`src/rtl/bullet_scheduler.sv`:
```
// Bullet pool owner: round-robin shoot arbitration, lowest-free-slot allocation, per-tick movement sweep.
// Latency: shoot_ack combinational, slot write next edge; sweep takes N_SLOTS cycles; read port 1 cycle.
// Backpressure: requests are held pending (no ack) while sweeping; optional SHOOT_COOLDOWN_EN masks recent shooters.
module bullet_scheduler #(
    parameter int N_TANKS        = 4,
    parameter int N_SLOTS        = 16,
    parameter int SLOT_W         = 4,
    parameter int FIELD_W        = 60,
    parameter int FIELD_H        = 45,
    parameter int COOLDOWN_TICKS = 2
) (
    input  logic                    clk_100mhz,
    input  logic                    rst,
    input  logic                    tick,
    input  logic [N_TANKS-1:0]      shoot_req,
    input  logic [10*N_TANKS-1:0]   shoot_x,
    input  logic [10*N_TANKS-1:0]   shoot_y,
    input  logic [3*N_TANKS-1:0]    shoot_dir,
    output logic [N_TANKS-1:0]      shoot_ack,
    output logic                    dropped,
    output logic                    busy,
    output logic                    overrun,
    output logic [SLOT_W:0]         n_active,
    input  logic [SLOT_W-1:0]       rd_idx,
    output logic                    rd_valid,
    output logic [9:0]              rd_x,
    output logic [9:0]              rd_y
);

    localparam int TANK_W = (N_TANKS > 1) ? $clog2(N_TANKS) : 1;
    localparam logic [9:0]        X_MAX     = 10'(FIELD_W - 1);
    localparam logic [9:0]        Y_MAX     = 10'(FIELD_H - 1);
    localparam logic [SLOT_W-1:0] LAST_SLOT = SLOT_W'(N_SLOTS - 1);
    localparam logic [SLOT_W:0]   POOL_MAX  = (SLOT_W+1)'(N_SLOTS);
    localparam logic [TANK_W-1:0] LAST_TANK = TANK_W'(N_TANKS - 1);
    localparam logic [1:0] DIR_LEFT  = 2'd0;
    localparam logic [1:0] DIR_RIGHT = 2'd1;
    localparam logic [1:0] DIR_UP    = 2'd2;
    localparam logic [1:0] DIR_DOWN  = 2'd3;

    typedef enum logic {S_IDLE, S_SWEEP} state_t;

    state_t              state_q, state_d;
    logic [SLOT_W-1:0]   ptr_q, ptr_d;
    logic [TANK_W-1:0]   rr_q, rr_d;
    logic [SLOT_W:0]     n_active_q, n_active_d;
    logic                dropped_q, dropped_d;
    logic                overrun_q, overrun_d;
    logic                valid_q [N_SLOTS];
    logic                valid_d [N_SLOTS];
    logic [9:0]          x_q [N_SLOTS];
    logic [9:0]          x_d [N_SLOTS];
    logic [9:0]          y_q [N_SLOTS];
    logic [9:0]          y_d [N_SLOTS];
    logic [1:0]          dir_q [N_SLOTS];
    logic [1:0]          dir_d [N_SLOTS];
    logic                rd_valid_q, rd_valid_d;
    logic [9:0]          rd_x_q, rd_x_d;
    logic [9:0]          rd_y_q, rd_y_d;

    logic [N_TANKS-1:0]  cd_mask;
    logic [N_TANKS-1:0]  req_eff;
    logic                can_grant;
    logic                tick_accept;
    logic                grant_vld;
    logic [TANK_W-1:0]   grant_idx;
    int                  t_idx;
    logic [9:0]          g_x, g_y;
    logic [2:0]          g_dir;
    logic                free_found;
    logic [SLOT_W-1:0]   free_idx;
    logic                alloc_ok;
    logic [9:0]          sx, sy, step_x, step_y;
    logic                exit_edge;

    assign can_grant   = (state_q == S_IDLE) && !tick && !rst;
    assign tick_accept = (state_q == S_IDLE) && tick;
    assign req_eff     = shoot_req & ~cd_mask;

    // Round-robin search for the first eligible requester starting at rr_q.
    always_comb begin
        grant_vld = 1'b0;
        grant_idx = '0;
        t_idx     = 0;
        for (int k = 0; k < N_TANKS; k++) begin
            t_idx = int'(rr_q) + k;
            if (t_idx >= N_TANKS) t_idx = t_idx - N_TANKS;
            if (!grant_vld && req_eff[t_idx]) begin
                grant_vld = 1'b1;
                grant_idx = TANK_W'(t_idx);
            end
        end
    end

    // Ack is only visible in cycles where the grant is actually consumed.
    always_comb begin
        shoot_ack = '0;
        if (can_grant && grant_vld) shoot_ack[grant_idx] = 1'b1;
    end

    // Granted request fields, lowest free slot and legality check.
    always_comb begin
        g_x        = shoot_x[int'(grant_idx)*10 +: 10];
        g_y        = shoot_y[int'(grant_idx)*10 +: 10];
        g_dir      = shoot_dir[int'(grant_idx)*3 +: 3];
        free_found = 1'b0;
        free_idx   = '0;
        for (int i = N_SLOTS - 1; i >= 0; i--) begin
            if (!valid_q[i]) begin
                free_found = 1'b1;
                free_idx   = SLOT_W'(i);
            end
        end
        alloc_ok = (n_active_q != POOL_MAX) && free_found && (g_dir <= 3'd3)
                   && (g_x <= X_MAX) && (g_y <= Y_MAX);
    end

    // Movement of the slot under the sweep pointer; edge checks keep the
    // unsigned arithmetic from ever wrapping.
    always_comb begin
        sx        = x_q[ptr_q];
        sy        = y_q[ptr_q];
        step_x    = sx;
        step_y    = sy;
        exit_edge = 1'b0;
        case (dir_q[ptr_q])
            DIR_LEFT:  if (sx == 10'd0) exit_edge = 1'b1; else step_x = sx - 10'd1;
            DIR_RIGHT: if (sx == X_MAX) exit_edge = 1'b1; else step_x = sx + 10'd1;
            DIR_UP:    if (sy == 10'd0) exit_edge = 1'b1; else step_y = sy - 10'd1;
            default:   if (sy == Y_MAX) exit_edge = 1'b1; else step_y = sy + 10'd1;
        endcase
    end

    // FSM next state plus pool updates: allocate in IDLE, advance/retire in SWEEP.
    always_comb begin
        state_d    = state_q;
        ptr_d      = ptr_q;
        rr_d       = rr_q;
        n_active_d = n_active_q;
        dropped_d  = 1'b0;
        overrun_d  = 1'b0;
        valid_d    = valid_q;
        x_d        = x_q;
        y_d        = y_q;
        dir_d      = dir_q;
        case (state_q)
            S_IDLE: begin
                if (tick) begin
                    state_d = S_SWEEP;
                    ptr_d   = '0;
                end else if (grant_vld) begin
                    rr_d = (grant_idx == LAST_TANK) ? '0 : grant_idx + 1'b1;
                    if (alloc_ok) begin
                        valid_d[free_idx] = 1'b1;
                        x_d[free_idx]     = g_x;
                        y_d[free_idx]     = g_y;
                        dir_d[free_idx]   = g_dir[1:0];
                        n_active_d        = n_active_q + 1'b1;
                    end else begin
                        dropped_d = 1'b1;
                    end
                end
            end
            S_SWEEP: begin
                overrun_d = tick;
                if (valid_q[ptr_q]) begin
                    if (exit_edge) begin
                        valid_d[ptr_q] = 1'b0;
                        n_active_d     = n_active_q - 1'b1;
                    end else begin
                        x_d[ptr_q] = step_x;
                        y_d[ptr_q] = step_y;
                    end
                end
                if (ptr_q == LAST_SLOT) begin
                    state_d = S_IDLE;
                    ptr_d   = '0;
                end else begin
                    ptr_d = ptr_q + 1'b1;
                end
            end
            default: state_d = S_IDLE;
        endcase
    end

    // Registered renderer read port; sees slot contents before this edge's update.
    always_comb begin
        rd_valid_d = valid_q[rd_idx];
        rd_x_d     = x_q[rd_idx];
        rd_y_d     = y_q[rd_idx];
    end

    // State registers with synchronous reset.
    always_ff @(posedge clk_100mhz) begin
        if (rst) begin
            state_q    <= S_IDLE;
            ptr_q      <= '0;
            rr_q       <= '0;
            n_active_q <= '0;
            dropped_q  <= 1'b0;
            overrun_q  <= 1'b0;
            rd_valid_q <= 1'b0;
            rd_x_q     <= '0;
            rd_y_q     <= '0;
            for (int i = 0; i < N_SLOTS; i++) begin
                valid_q[i] <= 1'b0;
                x_q[i]     <= '0;
                y_q[i]     <= '0;
                dir_q[i]   <= '0;
            end
        end else begin
            state_q    <= state_d;
            ptr_q      <= ptr_d;
            rr_q       <= rr_d;
            n_active_q <= n_active_d;
            dropped_q  <= dropped_d;
            overrun_q  <= overrun_d;
            rd_valid_q <= rd_valid_d;
            rd_x_q     <= rd_x_d;
            rd_y_q     <= rd_y_d;
            valid_q    <= valid_d;
            x_q        <= x_d;
            y_q        <= y_d;
            dir_q      <= dir_d;
        end
    end

`ifdef SHOOT_COOLDOWN_EN
    logic [7:0] cd_q [N_TANKS];
    logic [7:0] cd_d [N_TANKS];

    // Per-tank hold-off: loaded on any ack, counted down once per sweep start.
    always_comb begin
        cd_d = cd_q;
        for (int i = 0; i < N_TANKS; i++) begin
            cd_mask[i] = (cd_q[i] != 8'd0);
            if (tick_accept && cd_q[i] != 8'd0) cd_d[i] = cd_q[i] - 8'd1;
            if (shoot_ack[i]) cd_d[i] = 8'(COOLDOWN_TICKS);
        end
    end

    // Cooldown counter registers.
    always_ff @(posedge clk_100mhz) begin
        if (rst) begin
            for (int i = 0; i < N_TANKS; i++) cd_q[i] <= '0;
        end else begin
            cd_q <= cd_d;
        end
    end
`else
    logic unused_cfg;
    assign unused_cfg = ^{8'(COOLDOWN_TICKS), tick_accept};
    assign cd_mask    = '0;
`endif

    assign busy     = (state_q == S_SWEEP);
    assign dropped  = dropped_q;
    assign overrun  = overrun_q;
    assign n_active = n_active_q;
    assign rd_valid = rd_valid_q;
    assign rd_x     = rd_x_q;
    assign rd_y     = rd_y_q;

endmodule
```
`config.mk`:
```
export PLATFORM = sky130hd
export DESIGN_NAME = bullet_scheduler
export DESIGN_NICKNAME = d
export VERILOG_FILES = /design/src/rtl/bullet_scheduler.sv
export SDC_FILE = /design/constraint.sdc
export NUM_CORES = 1
export LEC_CHECK = 0
export CAP_MARGIN = 20
export CORE_ASPECT_RATIO = 0.8
export CORE_MARGIN = 2
export CORE_UTILIZATION = 40
export CTS_BUF_LIST = sky130_fd_sc_hd__clkbuf_2 sky130_fd_sc_hd__clkbuf_4 sky130_fd_sc_hd__clkbuf_8
export CTS_CLUSTER_SIZE = 14
export DETAILED_ROUTE_END_ITERATION = 8
export RECOVER_POWER = 50
export REMOVE_ABC_BUFFERS = 1
export SYNTH_ARGS = -nofsm -noshare
export SYNTH_HDL_FRONTEND = slang
export SYNTH_SLANG_ARGS = --single-unit
export TNS_END_PERCENT = 20
```
`constraint.sdc`:
```
create_clock -name clk_100mhz -period 4.45 [get_ports clk_100mhz]
set_clock_uncertainty 0.15 [all_clocks]
set_input_delay 0.89 -clock clk_100mhz [delete_from_list [all_inputs] [get_ports clk_100mhz]]
set_output_delay 0.89 -clock clk_100mhz [all_outputs]
set_load 0.005 [all_outputs]
```
---- After elaboration in Yosys (flattened, before gate mapping) ----
Cells that the tools add are included.
word-level totals
  register bits ........................... 403
  bits in latches ......................... 0
  bits in writable memories ............... 0
  ROM bits ................................ 0
  bits of input ports ..................... 103
  output and inout bits ................... 33
  logic and storage cells ................. 300
  memories ................................ 0
cells by class
  add/sub/neg operators ................... 15
  multipliers ............................. 2
  divide/modulo/power cells ............... 0
  $lt $le $gt $ge ......................... 18
  equality and inequality tests ........... 14
  shift operators ......................... 3
  muxes and demuxes ....................... 138
  bitwise logic cells ..................... 9
  reductions and logical operators ........ 28
operators with widths
  kind                   count
  $mux 160               10
  $bwmux 160             4
  $pmux 160 s2           2
  $bmux 10 s4            4
  $mux 10                14
  $lt 32x4->1 const B    4
  $mux 32                4
  $demux 10 s4           2
  $mux 16                5
  $mux 4                 19
  $mux 1                 42
  $pmux 10 s2            2
  $shiftx 40x32->10      1
  $shiftx 40x7->10       1
  $bwmux 32              1
  $pmux 16 s2            1
  $mux 5                 5
  $add 10x1->10 const B  2
  $eq 10x6->1 const B    2
  $le 10x6->1 const B    2
  $logic_not 10->1       2
  $sub 10x1->10 const B  2
  $and 16x16->16         1
  $mux 2                 8
  46 further kinds       87

---- Depth between registers and ports, before layout ----
  depth in word-level cells ............... 26
  mapped depth ............................ 21
  mapped depth without buffers ............ 13

---- Worst setup path before layout ----
Ideal clock, no wire load.
  path type ............................... reg2reg
  start point ............................. reg ptr_q[1]
  end point ............................... reg y_q[114] (netlist name)
  setup time .............................. 0.135 ns
  data arrival time ....................... 4.280 ns
  data required time ...................... 4.165 ns
  slack ................................... -0.115 ns
  cell stages (with the launch flop) ...... 18
  path buffers ............................ 5
  clock period less this slack ............ 4.565 ns
  path through ............................ dfxtp_1 > buf_2 > buf_4 > buf_2 > buf_1 > mux4_2 > a221oi_2 > ha_1 > nor2b_1 > o21ai_0 > a21oi_1 > nand3_1 > a32oi_1 > xor2_1 > buf_2 > o22ai_1 > nor2_1 > nor3_2
on the way
  cells in the longest elaborated chain, start to end .. 11
  elaborated cells between the ends (all ways) .. 43
  classes of those cells .................. 2 x add/sub; 2 x order compare; 6 x eq/ne; 26 x mux; 1 x bitwise; 6 x reduce/logical
ends and longest elaborated chain
  item                                                                          line      RTL
  start: declaration                                                            44        logic [SLOT_W-1:0] ptr_q, ptr_d;
  start signal: assignment                                                      213       ptr_q <= ptr_d;
  $not 4->5 (not written as such) (*)                                           --
  $bmux 10 s4 / $bmux 2 s4 (equally long branches)                              122, 126
  $mux 10 (not written as such) / $mux 2 (equally long branches) (2 in series)  122, 126
  $add 10x1->10, or another cell as far along                                   130       default: if (sy == Y_MAX) exit_edge = 1'b1; else step_y = sy + 10'd1;
  $mux 10, or another cell as far along                                         130
  $pmux 10 s2                                                                   126       case (dir_q[ptr_q])
  $bwmux 160                                                                    172       y_d[ptr_q] = step_y;
  $mux 160                                                                      167       if (exit_edge) begin
  $mux 160                                                                      166       if (valid_q[ptr_q]) begin
  $pmux 160 s2                                                                  146       case (state_q)
  end signal: assignment                                                        223       y_q <= y_d;
  end: declaration                                                              53        logic [9:0] y_q [N_SLOTS];
Every way passes the cells marked *; elsewhere a longest branch is shown, timed or not. The select of a mux whose other input is x is not followed.
A chain may end at the register's enable or synchronous reset.

---- Final worst setup path ----
  start point ............................. reg ptr_q[0]
  end point ............................... reg y_q[86] (netlist name)
Same word-level chain as after synthesis.

==> results.cfg <==
[worst_setup_path]
startpoint_type = flip-flop
critPathMaxFanout = 15
cp.required_ps = 4860
r2r_slack_ps = -70
worstReg2RegEnd = y_q[86]
rr_startpoint = ptr_q[0]
crit_type = reg2reg
end_kind = flip-flop
ff2ff_path_depth = 19
crit_arrival_ps = 4930

[sta]
finalSetupViolations = 4
tightest_slew_ps = 1290
hold-worst-slack_ps = 300
hold_viol_final = 0
fin_crit_sh = 1.01
rsz0062_at_grt = yes
slew_violations = 0
worst_slack_ps = -65.6
tns_ps = -142
clock.fmax_mhz = 221
max_slew_margin = 0.137
post-route-min-period_ps = 4520

[die]
rows = 81
boundaryPins = 136
core_area_sq_mm = 0.0610
initial_core_util = 0.403
die_w_um = 281
die_height_um = 226
die_area_sq_mm = 0.0635

[drt]
firstDrtPassIters = 7
ant_nets = 0
vias = 25925
drcViolationCount = 0
vias_per_cell = 6.61
routed_wl_mm = 116
wl_per_cell_um = 29.5
drtIter0Drc = 4143

[power_and_ir_drop]
p_per_area_mw_per_mm2 = 272
ir_drop_mv = 0.217
p_leak_nw = 11.5

[worst_hold_path]
hold_depth = 2
worstHoldStart = dir_q[10]
holdPathEnd = dir_q[10]
min_path_type = reg2reg

[yosys]
async_flop_share = 0
ys_seq_area_frac = 0.328
synth_edf_count = 0
ys_ff_latch = 403
yosys_warnings = 0
synth_area_per_cell_sq_um = 9.09
ys.flop_type = dfxtp_1
synth_area_sq_mm = 0.0246
synthCells = 2709
ys_types = 88

[placed_design]
dp_hpwl_mm = 81.3
gp_congestion = 0.988
io_buffer_count = 135

[global_route]
grt_max_degree = 192
grt-ovfl-total = 0
grt_pass1_wl_mm = 168
first_global_vias = 24931
grt_usage = 0.361
antenna_found_initial = 4

[clocking]
clkSlewWorstSetupHoldPaths_ps = 70
cts_buffers = 72
cts.sinks = 403
cts_tree = built
h-tree-depth = 3
hold_buffers = 0
clk_path_buf_depth = 3
root_buffer = clkbuf_8
clk_latency_ps = 680

[finish]
drive_gt1_frac = 0.281
final_nets = 3164
syn_to_final_growth_pct = 28.1

[run_status]
violations = setup timing
outcome = finished with violations

[run]
maxCapViolCount = 0
## how the worst max path moves through the flow
| stage | endpoint | start | cells past startpoint |
|---|---|---|---|
| 2_1_floorplan | x_q[40] | shoot_req[1] | 11 |
| 3_3_place_gp | y_q[144] | shoot_req[1] | 14 |
| 3_5_place_dp | y_q[144] | shoot_req[0] | 13 |
| 4_1_cts | y_q[134] | ptr_q[0] | 18 |
| 5_1_grt | y_q[85] | ptr_q[0] | 19 |
| 6_report | y_q[86] | ptr_q[0] | 19 |
## placed cells by master, fill, tap and decap left out, drive strengths merged, types with 9 or more instances in the layout
| cell | n |
|---|---|
| nand2b | 11 |
| o22ai | 32 |
| clkbuf | 105 |
| a211oi | 145 |
| inv | 28 |
| a21boi | 15 |
| nand2 | 163 |
| dfxtp | 403 |
| nand4 | 18 |
| mux2i | 12 |
| a31o | 11 |
| a21oi | 135 |
| buf | 379 |
| a22o | 9 |
| a221oi | 76 |
| o31ai | 54 |
| clkdlybuf4s50 | 129 |
| xnor2 | 11 |
| a22oi | 45 |
| and2 | 39 |
| o21ai | 67 |
| mux4 | 197 |
| and3 | 35 |
| nand3 | 114 |
| ha | 17 |
| nor3 | 235 |
| o211a | 19 |
| nor2 | 460 |
| clkinv | 11 |
## report_power, final
group	leakage [nW]	switching (W)	internal (W)
Sequential	3.25	0.0000176	0.00362
Combinational	7.45	0.000768	0.000482
Clock	0.764	0.00170	0.00199
Total	11.5	0.00249	0.00609
## cell families after synthesis
kind of cell,count (synthesis),synth area share
and+or+nand+nor,1115,0.216
AOI/OAI and AO/OA,662,0.200
xor gates and xnor gates,15,0.00564
adders and majority gates,18,0.00945
buffers and inverters,281,0.0541
muxes,215,0.188
DFF,403,0.328
## stage by stage
stage | setup WS (ps) | power, W | cells | instance area [sq um] | utilization
CTS | -0.284 | 0.00853 | 3902 | 31100 | 0.510
finish | -65.6 | 0.00858 | 3920 | 31500 | 0.517
floorplan | -11610 | 0.00419 | 2457 | 23400 | -
detailed placement | -579 | 0.00490 | 3774 | 29500 | 0.484
global placement | -523 | 0.00489 | 3773 | 29500 | 0.484
global route | -72.3 | 0.00878 | 3920 | 31500 | 0.517
## sequential cells by signal, summed over array words and instances, names as in the netlist, 2 cells and up
register,count
ptr_q,4
n_active,5
rr_q,2
x_q,160
rd_x,10
dir_q,32
rd_y,10
y_q,160
valid_q,16
## per-layer routing
metal | routed length, um | global-route usage | share of wire
met5 | 96 | 0 | 0.00083
met4 | 6230 | 0.170 | 0.054
met3 | 16900 | 0.139 | 0.15
met2 | 47000 | 0.505 | 0.41
met1 | 45500 | 0.486 | 0.39
## cell usage after synthesis (6+ instances only)
cell | count | area, sq um
a22oi_1 | 45 | 338
a21boi_2 | 9 | 101
nand2b_1 | 11 | 68.8
a22o_1 | 9 | 78.8
o21ai_0 | 49 | 245
buf_1 | 22 | 82.6
o221ai_1 | 6 | 52.6
a31oi_1 | 7 | 43.8
o21ai_4 | 12 | 195
nor4_1 | 7 | 43.8
nor2_1 | 459 | 1720
a21oi_1 | 133 | 666
mux2i_1 | 12 | 120
dfxtp_1 | 403 | 8070
nand2_1 | 163 | 612
xnor2_1 | 11 | 96.3
o211a_1 | 19 | 190
mux2_2 | 6 | 67.6
o31ai_1 | 54 | 405
or2_2 | 7 | 43.8
nor3_2 | 54 | 541
inv_1 | 25 | 93.8
ha_1 | 17 | 213
and2_1 | 38 | 238
clkbuf_1 | 146 | 548
mux4_2 | 197 | 4440
buf_6 | 18 | 203
nand4_1 | 18 | 113
nor3_1 | 181 | 906
o22ai_1 | 32 | 200
buf_4 | 10 | 75.1
buf_2 | 53 | 265
and3_1 | 35 | 219
nand3_1 | 113 | 566
a221oi_1 | 74 | 648
a211oi_1 | 144 | 1080
a31o_2 | 11 | 96.3
## worst max-delay path: stages, from the launching register on
cell	delay [ps]
dfxtp_4	430
buf_12	130
buf_16	160
mux4_2	560
a22o_1	240
a221oi_2	240
buf_4	170
inv_1	40
ha_1	210
and3_4	150
a32oi_1	150
buf_4	180
o22a_4	180
buf_4	130
nand3_4	160
a21boi_2	390
buf_4	320
buf_4	170
nor2_1	40
nor3_1	160
## area by class of cell
cell class / instances / area [sq um]
fillers: 5610 / 29500
multi-input cells: 2026 / 15500
flip-flops and latches: 403 / 8080
repair buffers: 511 / 5340
clock buffers: 104 / 1310
well taps: 830 / 1040
clock inverters: 15 / 136
inverters: 29 / 110
diodes: 2 / 5.00
## what timing repair did
| action | CTS | global route |
|---|---|---|
| pin swaps | 4 | 13 |
| cloned | 1 | 1 |
| setup buffers | 8 | 14 |
| resized for setup | 11 | 45 |
| setup endpoints to repair | 332 | 336 |
Note: power is estimated with default switching activity, not from simulation.
